$ cat src/rtl/except_ctrl.sv
// M-stage exception controller: prioritises exception/interrupt requests, captures
// EPC/BadVAddr/BD for CP0 and issues a one-cycle flush/redirect pulse.
module except_ctrl #(
    parameter int          N_EXT       = 6,
    parameter int          SYNC_STAGES = 2,
    parameter logic [31:0] EXC_VEC     = 32'hBFC00380
) (
    input  logic             clk,
    input  logic             resetn,
    input  logic [N_EXT-1:0] ext_int,
    input  logic             stallM,
    input  logic [31:0]      cp0_status,
    input  logic [31:0]      cp0_cause,
    input  logic [31:0]      cp0_epc,
    input  logic [31:0]      pcM,
    input  logic [31:0]      bad_addrM,
    input  logic             in_dsM,
    input  logic             is_syscallM,
    input  logic             is_breakM,
    input  logic             is_eretM,
    input  logic             is_AdEL_pcM,
    input  logic             is_AdEL_dataM,
    input  logic             is_AdESM,
    input  logic             is_overflowM,
    input  logic             is_invalidM,
    output logic             except_detM,
    output logic             except_valid,
    output logic [31:0]      except_pc,
    output logic [4:0]       except_code,
    output logic             except_eret,
    output logic [31:0]      except_epc,
    output logic [31:0]      except_badvaddr,
    output logic             except_bd,
    output logic             except_has_badv
);

    // state | meaning
    // IDLE  | watching for requests
    // HOLD  | request captured, waiting for the memory stall to clear
    // FLUSH | except_valid pulse cycle
    // BLOCK | one-cycle blanking after the flush
    typedef enum logic [1:0] {IDLE, HOLD, FLUSH, BLOCK} state_t;

    localparam logic [4:0] CODE_INT  = 5'h00;
    localparam logic [4:0] CODE_ADEL = 5'h04;
    localparam logic [4:0] CODE_ADES = 5'h05;
    localparam logic [4:0] CODE_SYS  = 5'h08;
    localparam logic [4:0] CODE_BP   = 5'h09;
    localparam logic [4:0] CODE_RI   = 5'h0A;
    localparam logic [4:0] CODE_OV   = 5'h0C;

    state_t           state, state_n;
    logic [N_EXT-1:0] sync_q [SYNC_STAGES];
    logic [5:0]       ext_pad;
    logic             int_req;
    logic             any_req;
    logic             det;
    logic             capture;
    logic [4:0]       code_n;
    logic             eret_n;
    logic [31:0]      badv_n;
    logic             has_badv_n;
    logic             unused_bits;

    always_ff @(posedge clk) begin
        if (!resetn) begin
            for (int i = 0; i < SYNC_STAGES; i++) sync_q[i] <= '0;
        end else begin
            sync_q[0] <= ext_int;
            for (int i = 1; i < SYNC_STAGES; i++) sync_q[i] <= sync_q[i-1];
        end
    end

    always_comb begin
        ext_pad = '0;
        ext_pad[N_EXT-1:0] = sync_q[SYNC_STAGES-1];
    end

    assign int_req = (|(cp0_status[15:8] & {ext_pad, cp0_cause[9:8]}))
                     & cp0_status[0] & ~cp0_status[1];

    assign unused_bits = ^{cp0_status[31:16], cp0_status[7:2],
                           cp0_cause[31:10], cp0_cause[7:0]};

    always_comb begin
        code_n     = CODE_INT;
        eret_n     = 1'b0;
        badv_n     = '0;
        has_badv_n = 1'b0;
        any_req    = 1'b1;
        if (int_req) begin
            code_n = CODE_INT;
        end else if (is_AdEL_pcM) begin
            code_n     = CODE_ADEL;
            badv_n     = pcM;
            has_badv_n = 1'b1;
        end else if (is_AdEL_dataM) begin
            code_n     = CODE_ADEL;
            badv_n     = bad_addrM;
            has_badv_n = 1'b1;
        end else if (is_AdESM) begin
            code_n     = CODE_ADES;
            badv_n     = bad_addrM;
            has_badv_n = 1'b1;
        end else if (is_syscallM) begin
            code_n = CODE_SYS;
        end else if (is_breakM) begin
            code_n = CODE_BP;
        end else if (is_invalidM) begin
            code_n = CODE_RI;
        end else if (is_overflowM) begin
            code_n = CODE_OV;
        end else if (is_eretM) begin
            eret_n = 1'b1;
        end else begin
            any_req = 1'b0;
        end
    end

    // Gated by resetn so nothing is blocked from committing while in reset.
    assign det         = resetn & any_req & (state == IDLE);
    assign except_detM = det;

    always_comb begin
        state_n = state;
        capture = 1'b0;
        case (state)
            IDLE: begin
                if (det) begin
                    capture = 1'b1;
                    state_n = stallM ? HOLD : FLUSH;
                end
            end
            HOLD:    if (!stallM) state_n = FLUSH;
            FLUSH:   state_n = BLOCK;
            BLOCK:   state_n = IDLE;
            default: state_n = IDLE;
        endcase
    end

    always_ff @(posedge clk) begin
        if (!resetn) begin
            state           <= IDLE;
            except_valid    <= 1'b0;
            except_pc       <= '0;
            except_code     <= '0;
            except_eret     <= 1'b0;
            except_epc      <= '0;
            except_badvaddr <= '0;
            except_bd       <= 1'b0;
            except_has_badv <= 1'b0;
        end else begin
            state        <= state_n;
            except_valid <= (state_n == FLUSH);
            if (capture) begin
                except_pc       <= eret_n ? cp0_epc : EXC_VEC;
                except_code     <= code_n;
                except_eret     <= eret_n;
                except_epc      <= in_dsM ? (pcM - 32'd4) : pcM;
                except_badvaddr <= badv_n;
                except_bd       <= in_dsM;
                except_has_badv <= has_badv_n;
            end
        end
    end

endmodule

$ cat config.mk
export PLATFORM = sky130hd
export DESIGN_NAME = except_ctrl
export DESIGN_NICKNAME = d
export VERILOG_FILES = /design/src/rtl/except_ctrl.sv
export SDC_FILE = /design/constraint.sdc
export NUM_CORES = 1
export LEC_CHECK = 0
export BUFFER_PORTS_ARGS = -buffer_cell sky130_fd_sc_hd__buf_2
export CORE_MARGIN = 5
export CORE_UTILIZATION = 39
export DETAILED_ROUTE_END_ITERATION = 16
export GPL_ROUTABILITY_DRIVEN = 0
export HOLD_SLACK_MARGIN = 0.15
export PLACE_DENSITY = 0.85
export SYNTH_ARGS = -nofsm -noshare
export SYNTH_HDL_FRONTEND = slang
export SYNTH_SLANG_ARGS = --single-unit
$ cat constraint.sdc
create_clock -name clk -period 1.74 [get_ports clk]
set_input_delay 0.087 -clock clk [delete_from_list [all_inputs] [get_ports clk]]
set_output_delay 0.087 -clock clk [all_outputs]
set_load 0.03 [all_outputs]
# == Word level (Yosys, flattened, before mapping) ==
# Memories as Yosys holds them, arrays and structs flattened.
# Cells that the tools add are included.
# W data, S select, Z words.
# op_classes
mux,45
shift,0
magnitude_cmp,0
n_reduce_logical,2
div_mod_pow,0
n_eq_ne,4
n_addsub,1
multipliers,0
bitwise,8
# ops
operator,n
$mux W32,6
$mux W4,8
$sub A32 B3 Y32 const B,1
$mux W1,25
$mux W6,2
$and A8 B8 Y8,1
$pmux W2 S4,1
$reduce_or A8 Y1,1
$eq A2 B2 Y1 const B,3
$mux W2,3
$and A1 B1 Y1,4
$eq A2 B1 Y1 const B,1
$logic_not A2 Y1,1
$or A1 B1 Y1,2
$not A1 Y1,1
# word_totals
ramBits,12
inputBits,178
latchBits,0
out_inout_bits,106
regBits,107
romBits,0
mem_count,1
# memory_table
name,depth,word_bits,rd,rd_ports_with_merged_regs,wr,line_no,text
sync_q,2,6,2,0,2,53,logic [N_EXT-1:0] sync_q [SYNC_STAGES];

# == Logic depth before layout (Yosys ltp) ==
# logic_depth
word_depth,14
ltp_mapped,8
ltp_nobuf,7

# == Worst setup path before layout ==
# Ideal clock, no wire load.
# synth_timing
path_kind,input-to-output
startpoint,input port is_syscallM
endpoint,output port except_detM
n_path_buf,2
path_slack_ns,-0.096
path_stages,6
arrival_time_ns,1.749
cell_sequence,or4_1 or3_1 o21ai_4 buf_6 buf_2 inv_1
# synth_between
elab_chain_cells,7
# synth_lines
item,line_no,text
start: declaration,18,"input logic is_syscallM,"
$mux W1,105,end else if (is_syscallM) begin
$mux W1,101,end else if (is_AdESM) begin
$mux W1,97,end else if (is_AdEL_dataM) begin
$mux W1,93,end else if (is_AdEL_pcM) begin
$mux W1,91,if (int_req) begin
$and A1 B1 Y1 (2 in series),121,assign det = resetn & any_req & (state == IDLE);
end: declaration,26,"output logic except_detM,"
# No other way between the ends.

# == Final worst setup path ==
# layout_timing
startpoint,input port is_syscallM
endpoint,register except_pc[4]
# layout_between
elab_chain_cells,9
elab_cells_between_ends,15
classes_between,mux: 13; bitwise: 2
# layout_lines
item,line_no,text
$mux W1,105,
$mux W1,101,
$mux W1,97,
$mux W1,93,
$mux W1,91,
$and A1 B1 Y1 (2 in series),121,
$mux W1,129,if (det) begin
$mux W1,127,case (state)
end signal: assignment,156,except_pc <= eret_n ? cp0_epc : EXC_VEC;
end: declaration,28,"output logic [31:0] except_pc,"
# Parallel ways exist; a longest one is shown, timed or not.
# A chain may end at the register's enable or synchronous reset.

==> out/results.md <==
| Step | Parameter | Value |
|---|---|---|
| critical path | Startpoint Class | input pin |
| route | Drt via density | 5.62 |
| min path | Path class of the lowest-slack min-delay path | in -> reg |
| critical path | Type of the worst setup path | in -> reg |
| sta | Maximum clock skew at final layout | 0.0117 ns |
| pwr | Pwr dens | 917 nW/um2 |
| sta | Final Hold Vio Count | 0 |
| sta | Final period utilization | 111% |
| cells and area | Layout area overhead | 84.8% |
| die | Initial core utilization | 40.0% |
| route | DRC violations left | 0 |
| clock network | CTS H-tree depth | 4 |
| pwr | Worst-case vdd ir drop | 0.000571 V |
| critical path | CP max FO | 5 |
| critical path | Crit end category | flop |
| placement | Final HPWL DP | 11.5 mm |
| logic synthesis | Largest area contributor in the netlist | dfxtp_1 |
| sta | Worst hold margin | 0.152 ns |
| logic synthesis | Prevailing post-synth register cell | dfxtp_1 |
| logic synthesis | Area share of the largest cell type after synthesis | 49.0% |
| die | Io pins | 284 |
| route | Vias | 6231 |
| route | Antenna Nets Post-Route | 0 |
| logic synthesis | YS warnings | 0 |
| logic synthesis | Number of enable-type register cells in the synthesized netlist | 0 |
| logic synthesis | Share of synthesized registers carrying an async set or reset | 0% |
| logic synthesis | Top cells by count, synth | dfxtp_1 (118), nand3_1 (72), a22oi_1 (36) |
| die | Die Footprint | 14700 um2 |
| sta | Slew HR | 66.5% |
| placement | IO buf count | 230 |
| sta | Max Clock Freq | 517 MHz |
| critical path | Crit path arrival time | 2.27 ns |
| logic synthesis | Post-synthesis cell area | 4820 um2 |
| route | Final wirelength | 23.3 mm |
| route | Detailed-route wire length per cell | 21.1 um |
| cells and area | Diode insertion count for antenna repair | 0 |
| clock network | CTS tree | yes |
| min path | Hold depth | 4 |
| clock network | Master cell of the clock root buffer | clkbuf_16 |
| sta | Total count of max-transition violations in the final report | 0 |
| grt | Number of antenna violations at the first check in global routing | 0 |
| grt | Congestion Overflow GR | 0 |
| grt | Maximum number of pins on one net before global-route repair | 47 |
| clock network | Clk Latency, worst-skew pair | 0.41 ns |
| grt | All-Layer GR Usage | 27.7% |
| cells and area | Final-stage net count | 1109 |
| logic synthesis | Most common cell in the synthesized netlist | dfxtp_1 |
| route | Number of DRC markers in iteration 0 | 589 |
| clock network | Buffer depth of the longest clock path | 2 |
| clock network | Clock transition time at the flip-flop clock pins of the worst setup and hold paths | 0.05 ns |
| sta | Unrepaired setup endpoints after global routing | yes |
| route | First-pass detailed-route iteration total | 5 |
| clock network | Number of buffers created by CTS | 17 |
| die | Core region area | 12100 um2 |
| die | DIE HEIGHT | 121 um |
| critical path | WP data required | 2.07 ns |
| logic synthesis | Count of unique library cells instantiated by Yosys | 44 |
| critical path | Number of cells traversed by the worst register-to-register path | 7 |
| clock network | Clk sinks | 118 |
| sta | Clock period minus worst slack | 1.94 ns |
| die | Die boundary width | 121 um |
| pwr | Total Power Consumption | 0.00818 W |
| logic synthesis | Synthesized net count | 692 |
| sta | Total setup violations reported at the end of the flow | 69 |
| logic synthesis | Post-synthesis cell count | 513 |
| sta | Actual transition at the worst max-transition pin | 0.503 ns |
| logic synthesis | Seq/Total Area, Yosys | 49.0% |
| grt | Wire length of the first global-routing pass | 32.4 mm |
| sta | Post-route setup slack | -0.195 ns |
| logic synthesis | Top post-synthesis cells by area | dfxtp_1 (49%), nand3_1 (7.5%), a22oi_1 (5.6%) |
| grt | Number of global-route vias before repair | 6296 |
| run status | Result of the run | finished with violations |
| flow run | Max-cap violations | 0 |
| run status | Violations in the final reports | setup timing |
| die | Site row count | 40 |
| cells and area | Fraction of final layout cells sized beyond drive strength 1 | 38.4% |
| logic synthesis | Count of state elements after synthesis | 118 |
| placement | Post-Place Cells | 917 |
| logic synthesis | Synthesized area per cell | 9.40 um2 |
| cells and area | Final cell count without fillers | 1108 |
| cells and area | Final Util | 73.9% |
| pwr | Static Leakage | 3.98 nW |
[worst max-delay path, cell delays in order]
cell       delay, ns
buf_2           0.11
or4_4           0.55
or3_4           0.42
buf_4           0.16
nor2_2          0.08
o31a_1          0.44
clkbuf_16       0.25
a22o_1          0.16
[report_power, final]
group / total, W / leakage [nW] / switching (W) / internal [W]
sequential: 0.00300 / 0.969 / 0.000110 / 0.00289
combinational: 0.00186 / 2.73 / 0.00103 / 0.000824
clock: 0.00331 / 0.275 / 0.00119 / 0.00212
total: 0.00818 / 3.98 / 0.00233 / 0.00584
[metal layers]
| layer | track usage, % | up-vias | wire length [um] |
|---|---|---|---|
| li1 | - | 2738 | - |
| met1 | 29.0 | 2907 | 7930 |
| met2 | 50.5 | 464 | 11900 |
| met3 | 7.79 | 122 | 2180 |
| met4 | 13.9 | 0 | 1340 |
| met5 | 0 | - | 0 |
[registers in the layout (all words and copies together), names as in the netlist, 2 cells and up]
register	count
except_badvaddr	32
except_epc	32
except_pc	32
sync_q	12
except_code	4
state	2
[timing repair]
item | 4_1_cts | 5_1_grt
gates resized for setup | 7 | 49
setup endpoints to repair | 6 | 99
hold endpoints to repair | 110 | 0
gates cloned | 0 | 10
buffers inserted | 6 | 2
pin swaps | 3 | 25
hold buffers | 145 | 0
[final timing paths]
check / startpoint / endpoint / slack, ns
worst max register to register: sync_q[0][7] / except_pc[4] / -0.14
worst min-delay path: pcM[8] / except_epc[10] / 0.15
worst max-delay path: is_syscallM / except_pc[4] / -0.20
worst min register to register: sync_q[0][3] / sync_q[0][9] / 0.43
[kinds of logic after synthesis]
| group | Yosys count | synth area share (%) |
|---|---|---|
| buffers and inverters | 52 | 5.58 |
| other | 1 | 0.0778 |
| xor gates and xnor gates | 27 | 4.90 |
| adders and majority gates | 1 | 0.259 |
| AOI/OAI and AO/OA | 149 | 22.3 |
| DFF | 118 | 49.0 |
| and+or+nand+nor | 165 | 17.9 |
[layout by cell type (no fill, tap or decap), types with 3 or more instances in the layout]
master and n:
nor4_1 5, clkbuf_1 3, xor2_1 7, nand2_1 21
dlygate4sd3_1 145, nor3_1 10, o21ai_1 21, and2_1 12
or4_1 3, o31ai_1 24, nor4_2 3, buf_2 229
buf_12 7, buf_4 38, nand2b_1 4, or3_1 3
o31ai_2 9, nand4_1 3, a22oi_2 4, clkinv_2 3
a22o_1 20, inv_1 6, a21oi_1 3, a2bb2oi_1 12
clkbuf_8 5, nor2_1 11, a22oi_1 32, clkbuf_16 25
nand3_1 71, buf_6 15, xnor2_1 20, dfxtp_1 116
o21ai_0 15
[metrics by stage]
stage	area (um2)	setup TNS, ns	setup slack (ns)
after floorplan	4830	-0.203	-0.00762
after global placement	6420	-15.18	-0.181
after detailed placement	6420	-19.04	-0.244
after CTS	8500	-0.128	-0.128
after global routing	8910	-8.74	-0.189
final	8910	-4.68	-0.195
[final cells by class]
| type | instances | area (um2) |
|---|---|---|
| well taps | 168 | 210 |
| flip-flops and latches | 118 | 2360 |
| clock buffers | 25 | 505 |
| clock inverters | 4 | 45.0 |
| multi-input cells | 343 | 2350 |
| repair buffers | 443 | 3410 |
| inverters | 7 | 28.8 |
| fillers | 752 | 3150 |
(Power assumes the default switching activity.)
